--- config.mk ---
export PLATFORM = sky130hd
export DESIGN_NAME = gc_stream_scheduler
export DESIGN_NICKNAME = d
export VERILOG_FILES = /design/src/rtl/gc_sched_pkg.sv /design/src/rtl/gc_beat_fifo.sv /design/src/rtl/gc_stream_scheduler.sv
export SDC_FILE = /design/constraint.sdc
export NUM_CORES = 2
export LEC_CHECK = 0
export ABC_AREA = 1
export CORE_MARGIN = 2
export CORE_UTILIZATION = 37
export CTS_BUF_LIST = sky130_fd_sc_hd__clkbuf_8 sky130_fd_sc_hd__clkbuf_16
export CTS_CLUSTER_DIAMETER = 40
export DETAILED_ROUTE_END_ITERATION = 16
export SLEW_MARGIN = 0
export SYNTH_ARGS = -nofsm -noshare
export SYNTH_HDL_FRONTEND = slang
export SYNTH_HIERARCHICAL = 1
export SYNTH_SLANG_ARGS = --single-unit
--- constraint.sdc ---
create_clock -name clk -period 14.9 [get_ports clk]
set_input_delay 2.98 -clock clk [delete_from_list [all_inputs] [get_ports clk]]
set_output_delay 2.98 -clock clk [all_outputs]
set_load 0.005 [all_outputs]
--- src/rtl/gc_sched_pkg.sv ---
// Shared types for the two-core garbled-circuit stream scheduler.
package gc_sched_pkg;
  localparam int GC_S = 5;
  localparam int GC_K = 128;

  localparam logic [2:0] TAG_IDLE  = 3'b000;
  localparam logic [2:0] TAG_KEY   = 3'b001;
  localparam logic [2:0] TAG_TABLE = 3'b010;
  localparam logic [2:0] TAG_MASK  = 3'b011;
  localparam int TAG_LABEL_BIT = 2;

  typedef enum logic [1:0] {
    KIND_LABEL = 2'b00,
    KIND_KEY   = 2'b01,
    KIND_TABLE = 2'b10,
    KIND_MASK  = 2'b11
  } out_kind_e;

  typedef struct packed {
    logic [2:0]      tag;
    logic [GC_S-1:0] idx0, idx1;
    logic [GC_K-1:0] d0, d1;
  } beat_t;

  typedef enum logic [1:0] {ST_IDLE, ST_LAUNCH, ST_RUN, ST_FINISH} state_e;
endpackage

--- src/rtl/gc_beat_fifo.sv ---
// Per-core beat FIFO; a push into a full FIFO is accepted only if a pop frees a slot the same cycle.
module gc_beat_fifo
  import gc_sched_pkg::*;
#(
  parameter int S     = GC_S,
  parameter int K     = GC_K,
  parameter int DEPTH = 4
) (
  input  logic                     clk,
  input  logic                     rst_n,
  input  logic                     push,
  input  logic                     pop,
  input  beat_t                    din,
  output beat_t                    dout,
  output logic                     full,
  output logic                     empty,
  output logic [$clog2(DEPTH):0]   count
);
  localparam int AW = $clog2(DEPTH);
  localparam int CW = AW + 1;
  localparam int W  = 3 + 2*S + 2*K;

  logic [W-1:0]  mem [DEPTH];
  logic [AW-1:0] wr_ptr, rd_ptr;
  logic          do_push, do_pop;

  assign empty   = (count == '0);
  assign full    = (count == CW'(DEPTH));
  assign do_pop  = pop && !empty;
  assign do_push = push && (!full || do_pop);
  assign dout    = beat_t'(mem[rd_ptr]);

  always_ff @(posedge clk or negedge rst_n) begin
    if (!rst_n) begin
      wr_ptr <= '0;
      rd_ptr <= '0;
      count  <= '0;
    end else begin
      if (do_push) wr_ptr <= wr_ptr + 1'b1;
      if (do_pop)  rd_ptr <= rd_ptr + 1'b1;
      case ({do_push, do_pop})
        2'b10:   count <= count + 1'b1;
        2'b01:   count <= count - 1'b1;
        default: ;
      endcase
    end
  end

  always_ff @(posedge clk) begin
    if (do_push) mem[wr_ptr] <= din;
  end
endmodule

--- src/rtl/gc_stream_scheduler.sv ---
// Launches two garbling cores, buffers their beats and serializes them round-robin onto one ready/valid word link.
module gc_stream_scheduler
  import gc_sched_pkg::*;
#(
  parameter int S     = GC_S,
  parameter int K     = GC_K,
  parameter int DEPTH = 4
) (
  input  logic                 clk,
  input  logic                 rst_n,
  input  logic                 start,
  output logic                 busy,
  output logic                 done,
  output logic [1:0]           gc_start,
  output logic [1:0]           gc_hold,
  output logic [1:0]           gc_ovf,
  input  logic [1:0][2:0]      tag_i,
  input  logic [1:0][S-1:0]    index0_i,
  input  logic [1:0][S-1:0]    index1_i,
  input  logic [1:0][K-1:0]    data0_i,
  input  logic [1:0][K-1:0]    data1_i,
  output logic                 out_valid,
  input  logic                 out_ready,
  output logic                 out_core,
  output logic [1:0]           out_kind,
  output logic [S-1:0]         out_index,
  output logic [K-1:0]         out_data,
  output logic                 out_last
);
  localparam int CW = $clog2(DEPTH) + 1;

  state_e              state, state_nxt;
  beat_t [1:0]         wr_beat, head;
  logic  [1:0]         push, pop, full, empty;
  logic  [1:0][CW-1:0] count;
  logic  [1:0]         core_done;
  logic                rr, lock, cur;

  for (genvar c = 0; c < 2; c++) begin : g_core
    assign push[c]    = (tag_i[c] != TAG_IDLE);
    assign wr_beat[c] = '{tag: tag_i[c], idx0: index0_i[c], idx1: index1_i[c],
                          d0: data0_i[c], d1: data1_i[c]};

    gc_beat_fifo #(.S(S), .K(K), .DEPTH(DEPTH)) u_fifo (
      .clk   (clk),
      .rst_n (rst_n),
      .push  (push[c]),
      .pop   (pop[c]),
      .din   (wr_beat[c]),
      .dout  (head[c]),
      .full  (full[c]),
      .empty (empty[c]),
      .count (count[c])
    );

    always_ff @(posedge clk or negedge rst_n) begin
      if (!rst_n) begin
        gc_hold[c] <= 1'b0;
        gc_ovf[c]  <= 1'b0;
      end else begin
        gc_hold[c] <= (count[c] >= CW'(DEPTH - 2));
        if (push[c] && full[c] && !pop[c]) gc_ovf[c] <= 1'b1;
      end
    end
  end

  // lock=1 means the first word of head[cur] is out and its second word is next
  logic          g, avail, can_load, adv, w_emit, w_end, w_last;
  out_kind_e     w_kind;
  logic [S-1:0]  w_idx;
  logic [K-1:0]  w_data;
  beat_t         hb;

  always_comb begin
    g        = lock ? cur : (empty[rr] ? !rr : rr);
    avail    = !empty[g];
    hb       = head[g];
    can_load = !out_valid || out_ready;
    adv      = avail && can_load;
    w_emit   = 1'b1;
    w_end    = 1'b1;
    w_last   = 1'b0;
    w_kind   = KIND_LABEL;
    w_idx    = '0;
    w_data   = '0;
    pop      = '0;
    if (hb.tag[TAG_LABEL_BIT]) begin
      if (!lock && hb.tag[0]) begin
        w_idx  = hb.idx0;
        w_data = hb.d0;
        w_end  = !hb.tag[1];
      end else begin
        // label with no valid halves drains without producing a word
        w_idx  = hb.idx1;
        w_data = hb.d1;
        w_emit = hb.tag[1];
      end
    end else begin
      case (hb.tag)
        TAG_KEY: begin
          w_kind = KIND_KEY;
          w_idx  = S'(lock);
          w_data = lock ? hb.d1 : hb.d0;
          w_end  = lock;
        end
        TAG_TABLE: begin
          w_kind = KIND_TABLE;
          w_idx  = lock ? hb.idx1 : hb.idx0;
          w_data = lock ? hb.d1 : hb.d0;
          w_end  = lock;
        end
        default: begin
          w_kind = KIND_MASK;
          w_data = hb.d0;
          w_last = 1'b1;
        end
      endcase
    end
    if (adv && w_end) pop[g] = 1'b1;
  end

  always_ff @(posedge clk or negedge rst_n) begin
    if (!rst_n) begin
      out_valid <= 1'b0;
      out_core  <= 1'b0;
      out_kind  <= '0;
      out_index <= '0;
      out_data  <= '0;
      out_last  <= 1'b0;
      lock      <= 1'b0;
      cur       <= 1'b0;
      rr        <= 1'b0;
    end else begin
      if (can_load) out_valid <= adv && w_emit;
      if (adv && w_emit) begin
        out_core  <= g;
        out_kind  <= w_kind;
        out_index <= w_idx;
        out_data  <= w_data;
        out_last  <= w_last;
      end
      if (adv) begin
        if (w_end) begin
          lock <= 1'b0;
          rr   <= !g;
        end else begin
          lock <= 1'b1;
          cur  <= g;
        end
      end
    end
  end

  always_ff @(posedge clk or negedge rst_n) begin
    if (!rst_n)                                  core_done <= '0;
    else if (state == ST_LAUNCH)                 core_done <= '0;
    else if (out_valid && out_ready && out_last) core_done[out_core] <= 1'b1;
  end

  always_ff @(posedge clk or negedge rst_n) begin
    if (!rst_n) state <= ST_IDLE;
    else        state <= state_nxt;
  end

  always_comb begin
    state_nxt = state;
    busy      = 1'b0;
    done      = 1'b0;
    gc_start  = '0;
    case (state)
      ST_IDLE:   if (start) state_nxt = ST_LAUNCH;
      ST_LAUNCH: begin
        busy      = 1'b1;
        gc_start  = 2'b11;
        state_nxt = ST_RUN;
      end
      ST_RUN: begin
        busy = 1'b1;
        if (&core_done && !out_valid) state_nxt = ST_FINISH;
      end
      ST_FINISH: begin
        done      = 1'b1;
        state_nxt = ST_IDLE;
      end
      default: state_nxt = ST_IDLE;
    endcase
  end
endmodule

==> impl_metrics.py <==
metrics = {
    "logic_synthesis": {
        "synth_simple_gate_area_share": 0.163,
        "synth_area_um2": 96900,
        "synth_top_family_by_area": "simple AND/OR/NAND/NOR gates",
        "synthMuxAreaShare": 0,
        "yosys.area.top_type_share": 0.667,
        "synthCells": 8829,
        "yosysTopAreaCell": "edfxtp_1",
        "seq_area_frac_synth": 0.709,
        "synthAdderAreaFrac": 0.00222,
        "syn_area_per_cell_um2": 11.0,
        "ys_warn_count": 6,
        "synthDistinctLibCells": 35,
        "syn-num-nets": 9387,
        "synth_compound_area_frac": 0.0918,
        "synthXorXnorAreaFrac": 0.000181,
        "ys_ff_latch": 2315,
        "yosys-top-cells-area": "edfxtp_1 (67%), nor2_1 (7.3%), nand2_1 (7.3%)",
    },
    "global_routing": {
        "grt_start_max_net_pins": 238,
        "grt_pass1_vias": 66000,
        "grt.met1_usage": 0.289,
        "grt_usage": 0.219,
        "grt_util_met2": 0.348,
        "grt_pass1_wl_um": 434000,
        "met3_usage": 0.0551,
        "antenna_found_initial": 109,
        "overflow": 0,
        "grt-busiest-layer": "met2",
    },
    "finish": {
        "post-route-util": 0.456,
        "fillers": 23200,
        "syn2layout_area_growth_pct": 22.4,
        "fin_nets": 9956,
        "drive_gt1_frac": 0.0743,
    },
    "sta": {
        "post-route-period-util": 0.547,
        "layout_min_cycle_time_ps": 8150,
        "fin_ws_ps": 6750,
        "maxSlewViolCount": 0,
        "setup_viol": 0,
        "hold_violations": 0,
        "clock_skew_ps": 102,
        "tightest_slew_ps": 1290,
        "max-slew-margin-rel": 0.143,
        "rsz0062_at_grt": "false",
        "timing.fmax_mhz": 123,
    },
    "drt": {
        "vias": 69500,
        "final_antenna_net_count": 0,
        "dr.pass1.iters": 6,
        "wl_per_cell_um": 22.7,
        "drt-initial-drc-count": 7430,
        "via_per_inst": 5.26,
        "drt_wl_total_um": 300000,
        "drc_errors": 0,
    },
    "clock_tree": {
        "cts_buffers": 359,
        "cts_num_sinks": 2315,
        "hold_buffers": 0,
        "clk_latency_ps": 980,
        "htree_levels": 5,
        "cts.repair.resized": 0,
        "cts_tree": "yes",
        "clkTransAtPathRegs_ps": 50,
        "post_cts_buffers": 0,
        "clk_path_buf_depth": 4,
        "cts-root-buf": "clkbuf_16",
    },
    "worst_setup_path": {
        "critPathKind": "reg2reg",
        "worstPathMaxFanout": 237,
        "required_ps": 15420,
        "worstSetupEndpointType": "flip-flop",
        "reg2reg_from": "g_core[1].u_fifo/rd_ptr[0]",
        "cp_data_arrival_time_ps": 8670,
        "cp-startpoint": "g_core[1].u_fifo/rd_ptr[0]",
        "start_kind": "flip-flop",
    },
    "floorplanning": {
        "ios": 688,
        "num_rows": 187,
        "die_h_um": 516,
        "initial_core_util": 0.373,
        "dieArea_um2": 266000,
        "core_um2": 260000,
        "die_width_um": 516,
    },
    "worst_hold_path": {
        "worstHoldStart": "cur",
        "hp-class": "reg2reg",
    },
    "pwr": {
        "peakVddDrop_mv": 0.392,
        "leakagePower_nw": 43.5,
        "power_density_nw_per_um2": 272,
    },
    "job": {
        "drv_cap": 0,
    },
    "placed_design": {
        "dp_hpwl_um": 180000,
        "routabilityCongestion": 0.832,
        "place_ws_ps": 6620,
        "port_buffers": 687,
    },
    "run_status": {
        "outcome": "completed",
    },
}
==> metal layers <==
metal  share of wire  up-vias
li1                -    31800
met1            0.41    34000
met2            0.46     2983
met3           0.092      667
met4           0.034       90
met5          0.0019        -
==> cells in the mapped netlist <==
| master | instances |
|---|---|
| edfxtp_1 | 2152 |
| nor2_1 | 1895 |
| nand2_1 | 1882 |
| o21ai_1 | 921 |
| o21ai_0 | 711 |
| nand3_1 | 281 |
| buf_2 | 223 |
| clkbuf_1 | 213 |
| dfrtp_1 | 163 |
| a21oi_1 | 140 |
| buf_4 | 69 |
| inv_1 | 51 |
| buf_6 | 41 |
| buf_1 | 25 |
| ha_1 | 14 |
| inv_2 | 7 |
| or2_2 | 6 |
| nand4_1 | 4 |
| nand2_2 | 3 |
| nand3_2 | 3 |
| o31ai_1 | 3 |
| and2_1 | 2 |
| fa_1 | 2 |
| inv_6 | 2 |
| nand2_4 | 2 |
| nand3_4 | 2 |
| nor3_1 | 2 |
| or3_1 | 2 |
| xnor2_1 | 2 |
| a21oi_2 | 1 |
| buf_12 | 1 |
| buf_8 | 1 |
| nand3b_1 | 1 |
| nor2_4 | 1 |
| or2_1 | 1 |
==> layout by cell type, fill, tap and decap left out, types with 4 or more instances in the layout <==
master,instances
a21oi_1,140
buf_12,14
buf_4,80
bufinv_16,50
clkbuf_16,364
clkbuf_8,6
clkdlybuf4s50_1,686
clkinv_1,26
clkinv_2,34
clkinv_4,25
clkinv_8,4
clkinvlp_4,47
dfrtp_1,160
diode_2,38
edfxtp_1,2152
ha_1,14
inv_1,87
inv_6,38
inv_8,22
nand2_1,1881
nand2_8,4
nand3_1,281
nand4_1,4
nor2_1,1887
nor2_4,9
o21ai_0,711
o21ai_1,921
or2_2,6
==> worst max-delay path, stage by stage, from the launching register on <==
cell     delay (ps)
dfrtp_4         820
inv_16          680
o21ai_0         210
o21ai_0         280
inv_1            90
nand3_2         130
nand2_8         440
nand3_4         250
buf_4           600
nand2_4         340
nand2_1         240
nand4_1         150
inv_1           170
inv_1            70
nand3_1         120
nand2_1         290
nor2_4          150
buf_4           740
buf_4           790
buf_4           820
==> cell families (layout without fill, tap and decap cells) <==
group,Yosys count,count (layout)
compound gates,1776,1776
xor+xnor,2,2
fa+ha+maj,16,16
buf+inv,633,1489
flops,2315,2315
other cells,0,38
simple gates,4087,4087
==> through the flow <==
stage | hold WS, ps | total power [mW] | std cells | cell area (µm²) | setup TNS [ps]
final | 516 | 32.3 | 13200 | 119000 | 0
after global routing | 540 | 34.2 | 13200 | 119000 | 0
after CTS | 515 | 32.4 | 13200 | 119000 | 0
after detailed placement | 502 | 23.9 | 12500 | 106000 | 0
after global placement | 481 | 23.5 | 12500 | 106000 | 0
after floorplan | 455 | 20.1 | 8829 | 96900 | -2375840
==> area by class of cell <==
type,instances,area (µm²),area share
Sequential cell,2315,68700,0.579
Multi-Input combinational cell,5881,25100,0.211
Clock buffer,370,9190,0.0775
Timing Repair Buffer,781,7760,0.0655
Tap cell,3496,4370,0.0369
Clock inverter,278,3100,0.0262
Inverter,60,305,0.00257
Antenna cell,38,95.1,0.000802
==> sequential cells by signal, indices dropped and copies added, names as in the netlist, 4 cells and up <==
signal	count
out_index	5
g_core.u_fifo/rd_ptr	4
out_data	128
g_core.u_fifo/mem	2152
g_core.u_fifo/count	6
g_core.u_fifo/wr_ptr	4
==> worst paths after layout <==
path,to,slack [ps],cells after the start
setup / recovery,g_core[1].u_fifo/mem[2][189],6750,19
hold / removal,cur,520,2
setup reg to reg,g_core[1].u_fifo/mem[2][189],6750,19
hold reg to reg,cur,520,2
max in group asynchronous,out_data[27],11340,2
min in group asynchronous,out_data[109],2050,1
==> where the power goes <==
group | internal [mW] | leakage [nW] | switching [mW]
Clock | 5.39 | 6.03 | 3.09
Combinational | 3.62 | 15.5 | 9.59
Sequential | 9.78 | 21.9 | 0.783
No activity file was read; power rests on OpenSTA's default activity.
